### src/rtl/alu_arbiter.sv
// alu_arbiter: two-requester front end sharing one clocked ALU, one op per IDLE/EXEC/RESP pass.
// Optional macro ALU_LOCK_EN lets an accepted requester keep exclusive ownership of the ALU.
module alu_arbiter #(
  parameter int DATA_SIZE = 8
) (
  input  logic                 clk,
  input  logic                 rst_n,
  input  logic                 req0_valid,
  output logic                 req0_ready,
  input  logic [4:0]           req0_op,
  input  logic [DATA_SIZE-1:0] req0_a,
  input  logic [DATA_SIZE-1:0] req0_b,
  input  logic                 req0_lock,
  input  logic                 req1_valid,
  output logic                 req1_ready,
  input  logic [4:0]           req1_op,
  input  logic [DATA_SIZE-1:0] req1_a,
  input  logic [DATA_SIZE-1:0] req1_b,
  input  logic                 req1_lock,
  output logic                 rsp0_valid,
  output logic [DATA_SIZE-1:0] rsp0_data,
  output logic                 rsp0_zero,
  output logic                 rsp0_carry,
  output logic                 rsp1_valid,
  output logic [DATA_SIZE-1:0] rsp1_data,
  output logic                 rsp1_zero,
  output logic                 rsp1_carry,
  output logic [4:0]           alu_select,
  output logic [DATA_SIZE-1:0] alu_a,
  output logic [DATA_SIZE-1:0] alu_b,
  output logic                 alu_op_enable,
  input  logic [DATA_SIZE-1:0] alu_out,
  input  logic                 alu_zero,
  input  logic                 alu_carry
);

  localparam logic [4:0] ALU_NOP = 5'h1F;

  typedef enum logic [1:0] {IDLE, EXEC, RESP} state_t;

  state_t state, state_next;

  logic [4:0]           op_q;
  logic [DATA_SIZE-1:0] a_q, b_q;
  logic                 idx_q;
  logic                 last_q;
  logic                 elig0, elig1;
  logic                 grant0, grant1;
  logic                 accept;

`ifdef ALU_LOCK_EN
  logic owned_q, owner_q;

  // An owner shuts the other requester out until it finishes with lock low.
  always_comb begin
    elig0 = req0_valid & ~(owned_q & owner_q);
    elig1 = req1_valid & ~(owned_q & ~owner_q);
  end

  always_ff @(posedge clk or negedge rst_n) begin
    if (!rst_n) begin
      owned_q <= 1'b0;
      owner_q <= 1'b0;
    end else if (accept) begin
      owned_q <= grant1 ? req1_lock : req0_lock;
      owner_q <= grant1;
    end
  end
`else
  logic unused_lock;
  assign unused_lock = req0_lock ^ req1_lock;

  always_comb begin
    elig0 = req0_valid;
    elig1 = req1_valid;
  end
`endif

  // On a tie the requester that was not served last wins; gated by rst_n so reset clears ready at once.
  always_comb begin
    grant0 = 1'b0;
    grant1 = 1'b0;
    if (rst_n && state == IDLE) begin
      if (elig0 && elig1) begin
        grant0 = last_q;
        grant1 = ~last_q;
      end else begin
        grant0 = elig0;
        grant1 = elig1;
      end
    end
  end

  assign req0_ready = grant0;
  assign req1_ready = grant1;
  assign accept     = grant0 | grant1;

  always_ff @(posedge clk or negedge rst_n) begin
    if (!rst_n) state <= IDLE;
    else        state <= state_next;
  end

  always_ff @(posedge clk or negedge rst_n) begin
    if (!rst_n) begin
      op_q   <= '0;
      a_q    <= '0;
      b_q    <= '0;
      idx_q  <= 1'b0;
      last_q <= 1'b1;
    end else if (accept) begin
      op_q   <= grant1 ? req1_op : req0_op;
      a_q    <= grant1 ? req1_a  : req0_a;
      b_q    <= grant1 ? req1_b  : req0_b;
      idx_q  <= grant1;
      last_q <= grant1;
    end
  end

  // Outside EXEC the ALU sees a zero pass-through so its carry flag survives between operations.
  always_comb begin
    state_next    = state;
    alu_select    = ALU_NOP;
    alu_a         = '0;
    alu_b         = '0;
    alu_op_enable = 1'b0;
    rsp0_valid    = 1'b0;
    rsp0_data     = '0;
    rsp0_zero     = 1'b0;
    rsp0_carry    = 1'b0;
    rsp1_valid    = 1'b0;
    rsp1_data     = '0;
    rsp1_zero     = 1'b0;
    rsp1_carry    = 1'b0;
    case (state)
      IDLE: begin
        if (accept) state_next = EXEC;
      end
      EXEC: begin
        alu_select = op_q;
        alu_a      = a_q;
        alu_b      = b_q;
        state_next = RESP;
      end
      RESP: begin
        alu_op_enable = 1'b1;
        if (idx_q) begin
          rsp1_valid = 1'b1;
          rsp1_data  = alu_out;
          rsp1_zero  = alu_zero;
          rsp1_carry = alu_carry;
        end else begin
          rsp0_valid = 1'b1;
          rsp0_data  = alu_out;
          rsp0_zero  = alu_zero;
          rsp0_carry = alu_carry;
        end
        state_next = IDLE;
      end
      default: state_next = IDLE;
    endcase
  end

endmodule

### config.mk
export PLATFORM = sky130hd
export DESIGN_NAME = alu_arbiter
export DESIGN_NICKNAME = d
export VERILOG_FILES = /design/src/rtl/alu_arbiter.sv
export SDC_FILE = /design/constraint.sdc
export NUM_CORES = 1
export LEC_CHECK = 0
export CAP_MARGIN = 5
export CELL_PAD_IN_SITES_DETAIL_PLACEMENT = 1
export CELL_PAD_IN_SITES_GLOBAL_PLACEMENT = 1
export CORE_MARGIN = 5
export CORE_UTILIZATION = 25
export CTS_CLUSTER_DIAMETER = 40
export CTS_CLUSTER_SIZE = 20
export DETAILED_ROUTE_END_ITERATION = 10
export HOLD_SLACK_MARGIN = 0.15
export PLACE_DENSITY_LB_ADDON = 0.08
export SETUP_SLACK_MARGIN = 0.3
export SYNTH_ARGS = -nofsm -noshare
export SYNTH_HDL_FRONTEND = slang
export SYNTH_SLANG_ARGS = --single-unit
### constraint.sdc
create_clock -name clk -period 1.9 [get_ports clk]
set_clock_uncertainty 0.1 [all_clocks]
set_input_delay 0.285 -clock clk [delete_from_list [all_inputs] [get_ports clk]]
set_output_delay 0.285 -clock clk [all_outputs]
set_load 0.005 [all_outputs]
# Yosys cells after proc, flatten, opt, wreduce, memory -nomap -nowiden
# Index checks and enable logic that the tools add are counted.
# totals
word_cells	43
in_bits	58
ff_bits	25
# classes
eq_ne	3
n_reduce_logical	3
n_bitwise	2
n_mux	29
# ops
operator	count
8-bit two-way mux	8
1-bit two-way mux	17
5-bit two-way mux	2
2-bit one-hot mux with 2 select lines	1
2-bit by 1-bit equality test with 1-bit output, second input constant	1
2-bit equality test, second input constant	1
1-bit logical AND	2
2-bit logical NOT	1
2-bit two-way mux	1
2-bit != test, second input constant	1
1-bit NOT	1
1-bit OR	1

# Depth between registers and ports, before layout
# logic_depth
word_depth	6
mapped_depth	5
depth_no_buf	4

# Least setup slack after synthesis
# Ideal clock, no wire load.
# synth_timing
path_kind	reg-to-output
startpoint	register state[1]
endpoint	output req0_ready
arrival_time_ns	1.098
path_buffers	1
path_stages_with_launch	4
path_slack_ns	0.417
required_ns	1.515
cell_sequence	dfrtp_1 -> or3b_4 -> buf_6 -> nor2_1
# synth_via
elab_chain_len	3
# synth_rtl
item	line	rtl
start, declared	41	state_t state, state_next;
start signal, assigned	100	else state <= state_next;
2-bit logical NOT	83	if (rst_n && state == IDLE) begin
1-bit logical AND	83	
1-bit two-way mux	83	
end, declared	9	output logic req0_ready,
# Every way passes these cells.

# Worst setup path after layout
# layout_timing
startpoint	register state[1]
endpoint	output alu_a[6]
# layout_via
elab_chain_len	2
# layout_rtl
item	line	rtl
2-bit by 1-bit equality test with 1-bit output	134	case (state)
8-bit two-way mux	134	
end, declared	29	output logic [DATA_SIZE-1:0] alu_a,
# Every way passes these cells.

==> flow_metrics.tcl <==
set metrics [dict create \
    crit_type "flop to primary output" \
    avgSynthCellArea_um2 8.51 \
    cts_buffer_depth 2 \
    place_hpwl_mm 4.56 \
    async_flop_share 1.00 \
    final_util 0.622 \
    rows 29 \
    finalMaxSlewViolations 0 \
    cpPeakStageDelay_ns 0.45 \
    cts_root_buf "clkbuf_8" \
    die-area_um2 8020 \
    cts_tree "done" \
    clkTransAtPathRegs_ns 0.10 \
    cts_hold_buf 0 \
    busiest_layer "met2" \
    initial_core_util 0.254 \
    drive_above_1_share 0.631 \
    end_kind "primary output" \
    hold_slack_ns 0.457 \
    start_kind "flop" \
    post_drt_wl_per_cell_um 22.5 \
    cts_max_level 1 \
    cap_violations 0 \
    ant_nets 0 \
    ys_seq_area_frac 0.396 \
    min_path_type "primary input to flop" \
    grt_pass1_vias 2173 \
    violations "negative setup slack" \
    cts_sinks 25 \
    crit_arrival_ns 1.56 \
    cp_common_cell "buf_6" \
    syn2layout_area_growth_pct 145 \
    relSlewSlack 0.767 \
    viasPerCell 5.15 \
    power_density_nw_per_um2 636 \
    first_iter_violations 41 \
    antenna_found_initial 0 \
    worst_pin_slew_ns 0.350 \
    drc 0 \
    worstPathMaxFanout 6 \
    grt_pass1_wl_mm 11.4 \
    synth-seq-cells 25 \
    grtUsageMet3 0.0365 \
    ys.flop_type "dfrtp_1" \
    clock_latency_ns 0.28 \
    timing.final.crit_share 1.02 \
    gr-usage-all-layers 0.186 \
    synth-edff-count 0 \
    core-area_um2 6240 \
    numCtsBuffers 3 \
    use_met2 0.325 \
    fillCellCount 636 \
    yosys_warnings 0 \
    finalSetupViolCount 29 \
    globalplace.congestion 0.749 \
    dp_slack_ns -0.300 \
    grt_start_max_net_pins 26 \
    portBuffers 101 \
    peakVddDrop_uv 390 \
    ys_types 29 \
    worst_path_max_delay_cell "dfrtp_1" \
    synth_fp_nets 244 \
    vias 2102 \
    gr-total-overflow 0 \
    firstDrtPassIters 4 \
    setup_ws_ns -0.0434 \
    status "finished, violations left" \
    multi_input_area_um2 1330 \
    syn_inst 186 \
    path_cells "buf_6, and2b_4, buf_6, and2_1, buf_2" \
    regArea_um2 628 \
    rsz0062_at_grt "true" \
    antennaDiodeCount 0 \
    chipWidth_um 89.6 \
    num_io_pins 104 \
    synthesis.area_um2 1580 \
    min_period_ns 1.94 \
    die_h_um 89.6 \
    finalWirelength_mm 9.17 \
    p_leak_nw 1.55 \
    required_ns 1.51 \
    fin_nets 390 \
    clock.fmax_ghz 0.515 \
    grt_use_met1 0.229 \
    finalHoldViolations 0 \
]
==> power by group <==
| part | internal [mW] | total (mW) | switching, mW |
|---|---|---|---|
| clock network | 0.148 | 0.346 | 0.199 |
| logic | 0.777 | 1.35 | 0.571 |
| registers | 0.667 | 0.776 | 0.109 |
| total | 1.59 | 2.47 | 0.878 |
==> metal layers <==
metal  routed length [um]  part of all wire
met4                  279             0.030
met5                    0                 0
met2                 4750              0.52
met1                 3560              0.39
met3                  573             0.063
==> timing repair <==
action,4_1_cts,5_1_grt
hold endpoints to repair,0,0
setup buffers,17,8
cloned,8,3
gates resized for setup,265,105
endpoints found under the setup margin,56,70
pin swaps,39,26
==> cells in the mapped netlist (2+ instances only) <==
library cell / n / area (um^2)
a21oi_1: 21 / 105
and2_1: 27 / 169
buf_2: 4 / 20.0
and3_1: 10 / 62.6
nand3_1: 21 / 105
a31oi_1: 21 / 131
buf_4: 4 / 30.0
dfrtp_1: 24 / 601
nand2b_1: 5 / 31.3
o21ai_0: 3 / 15.0
buf_6: 4 / 45.0
a21o_1: 2 / 15.0
clkbuf_1: 6 / 22.5
o21ai_1: 19 / 95.1
==> through the flow <==
stage	setup TNS [ns]	power (mW)	instances	instance area, um^2
floorplan	0	1.09	186	1580
global placement	-0.496	1.51	368	2770
detailed placement	-0.658	1.52	368	2770
CTS	0	2.09	397	3210
global route	-2.50	2.59	408	3880
finish	-0.631	2.47	408	3880
==> cell families after synthesis <==
logic type / after synthesis / synth area share
DFF: 25 / 0.396
and+or+nand+nor: 72 / 0.281
AOI/OAI and AO/OA: 68 / 0.240
buffers and inverters: 21 / 0.0838
==> flip-flops by register name (all words and copies together), names as in the netlist <==
signal,flops
a_q,8
b_q,8
op_q,5
state,2
idx_q,1
last_q,1
==> critical path: cells and delay by family (launching register included) <==
family,cells,cell delay [ns]
buf+inv,3,0.39
flops,1,0.45
simple gates,2,0.43
==> final timing paths <==
path | from | end | slack, ns | cells after the start
worst max-delay path | state[1] | alu_a[6] | -0.04 | 5
worst min-delay path | req1_op[2] | op_q[2] | 0.46 | 3
worst max register to register | state[1] | b_q[5] | -0.04 | 9
worst min register to register | op_q[2] | op_q[2] | 0.46 | 2
max in group asynchronous | rst_n | last_q | 0.93 | 3
min in group asynchronous | rst_n | b_q[5] | 0.47 | 3
==> cells in the final DEF (no fill, tap or decap), types with 4 or more instances in the layout <==
| cell type | instances |
|---|---|
| and3_4 | 9 |
| dfrtp_1 | 23 |
| buf_6 | 62 |
| a31oi_4 | 9 |
| a21oi_2 | 17 |
| a31oi_1 | 12 |
| buf_12 | 4 |
| nand3_2 | 14 |
| buf_4 | 19 |
| clkdlybuf4s50_1 | 55 |
| and2_4 | 26 |
| buf_2 | 9 |
| o21ai_2 | 6 |
| nand2b_1 | 5 |
| o21ai_1 | 14 |
| buf_16 | 5 |
| nand3_4 | 4 |
==> layout make-up <==
| cell class | count | area share |
|---|---|---|
| sequential | 25 | 0.162 |
| tap | 77 | 0.0248 |
| inverter | 2 | 0.00322 |
| clock buffer | 3 | 0.0106 |
| timing repair buffer | 160 | 0.457 |
| clock inverter | 1 | 0.00129 |
| multi-input combinational | 140 | 0.342 |
(Power assumes the default switching activity.)
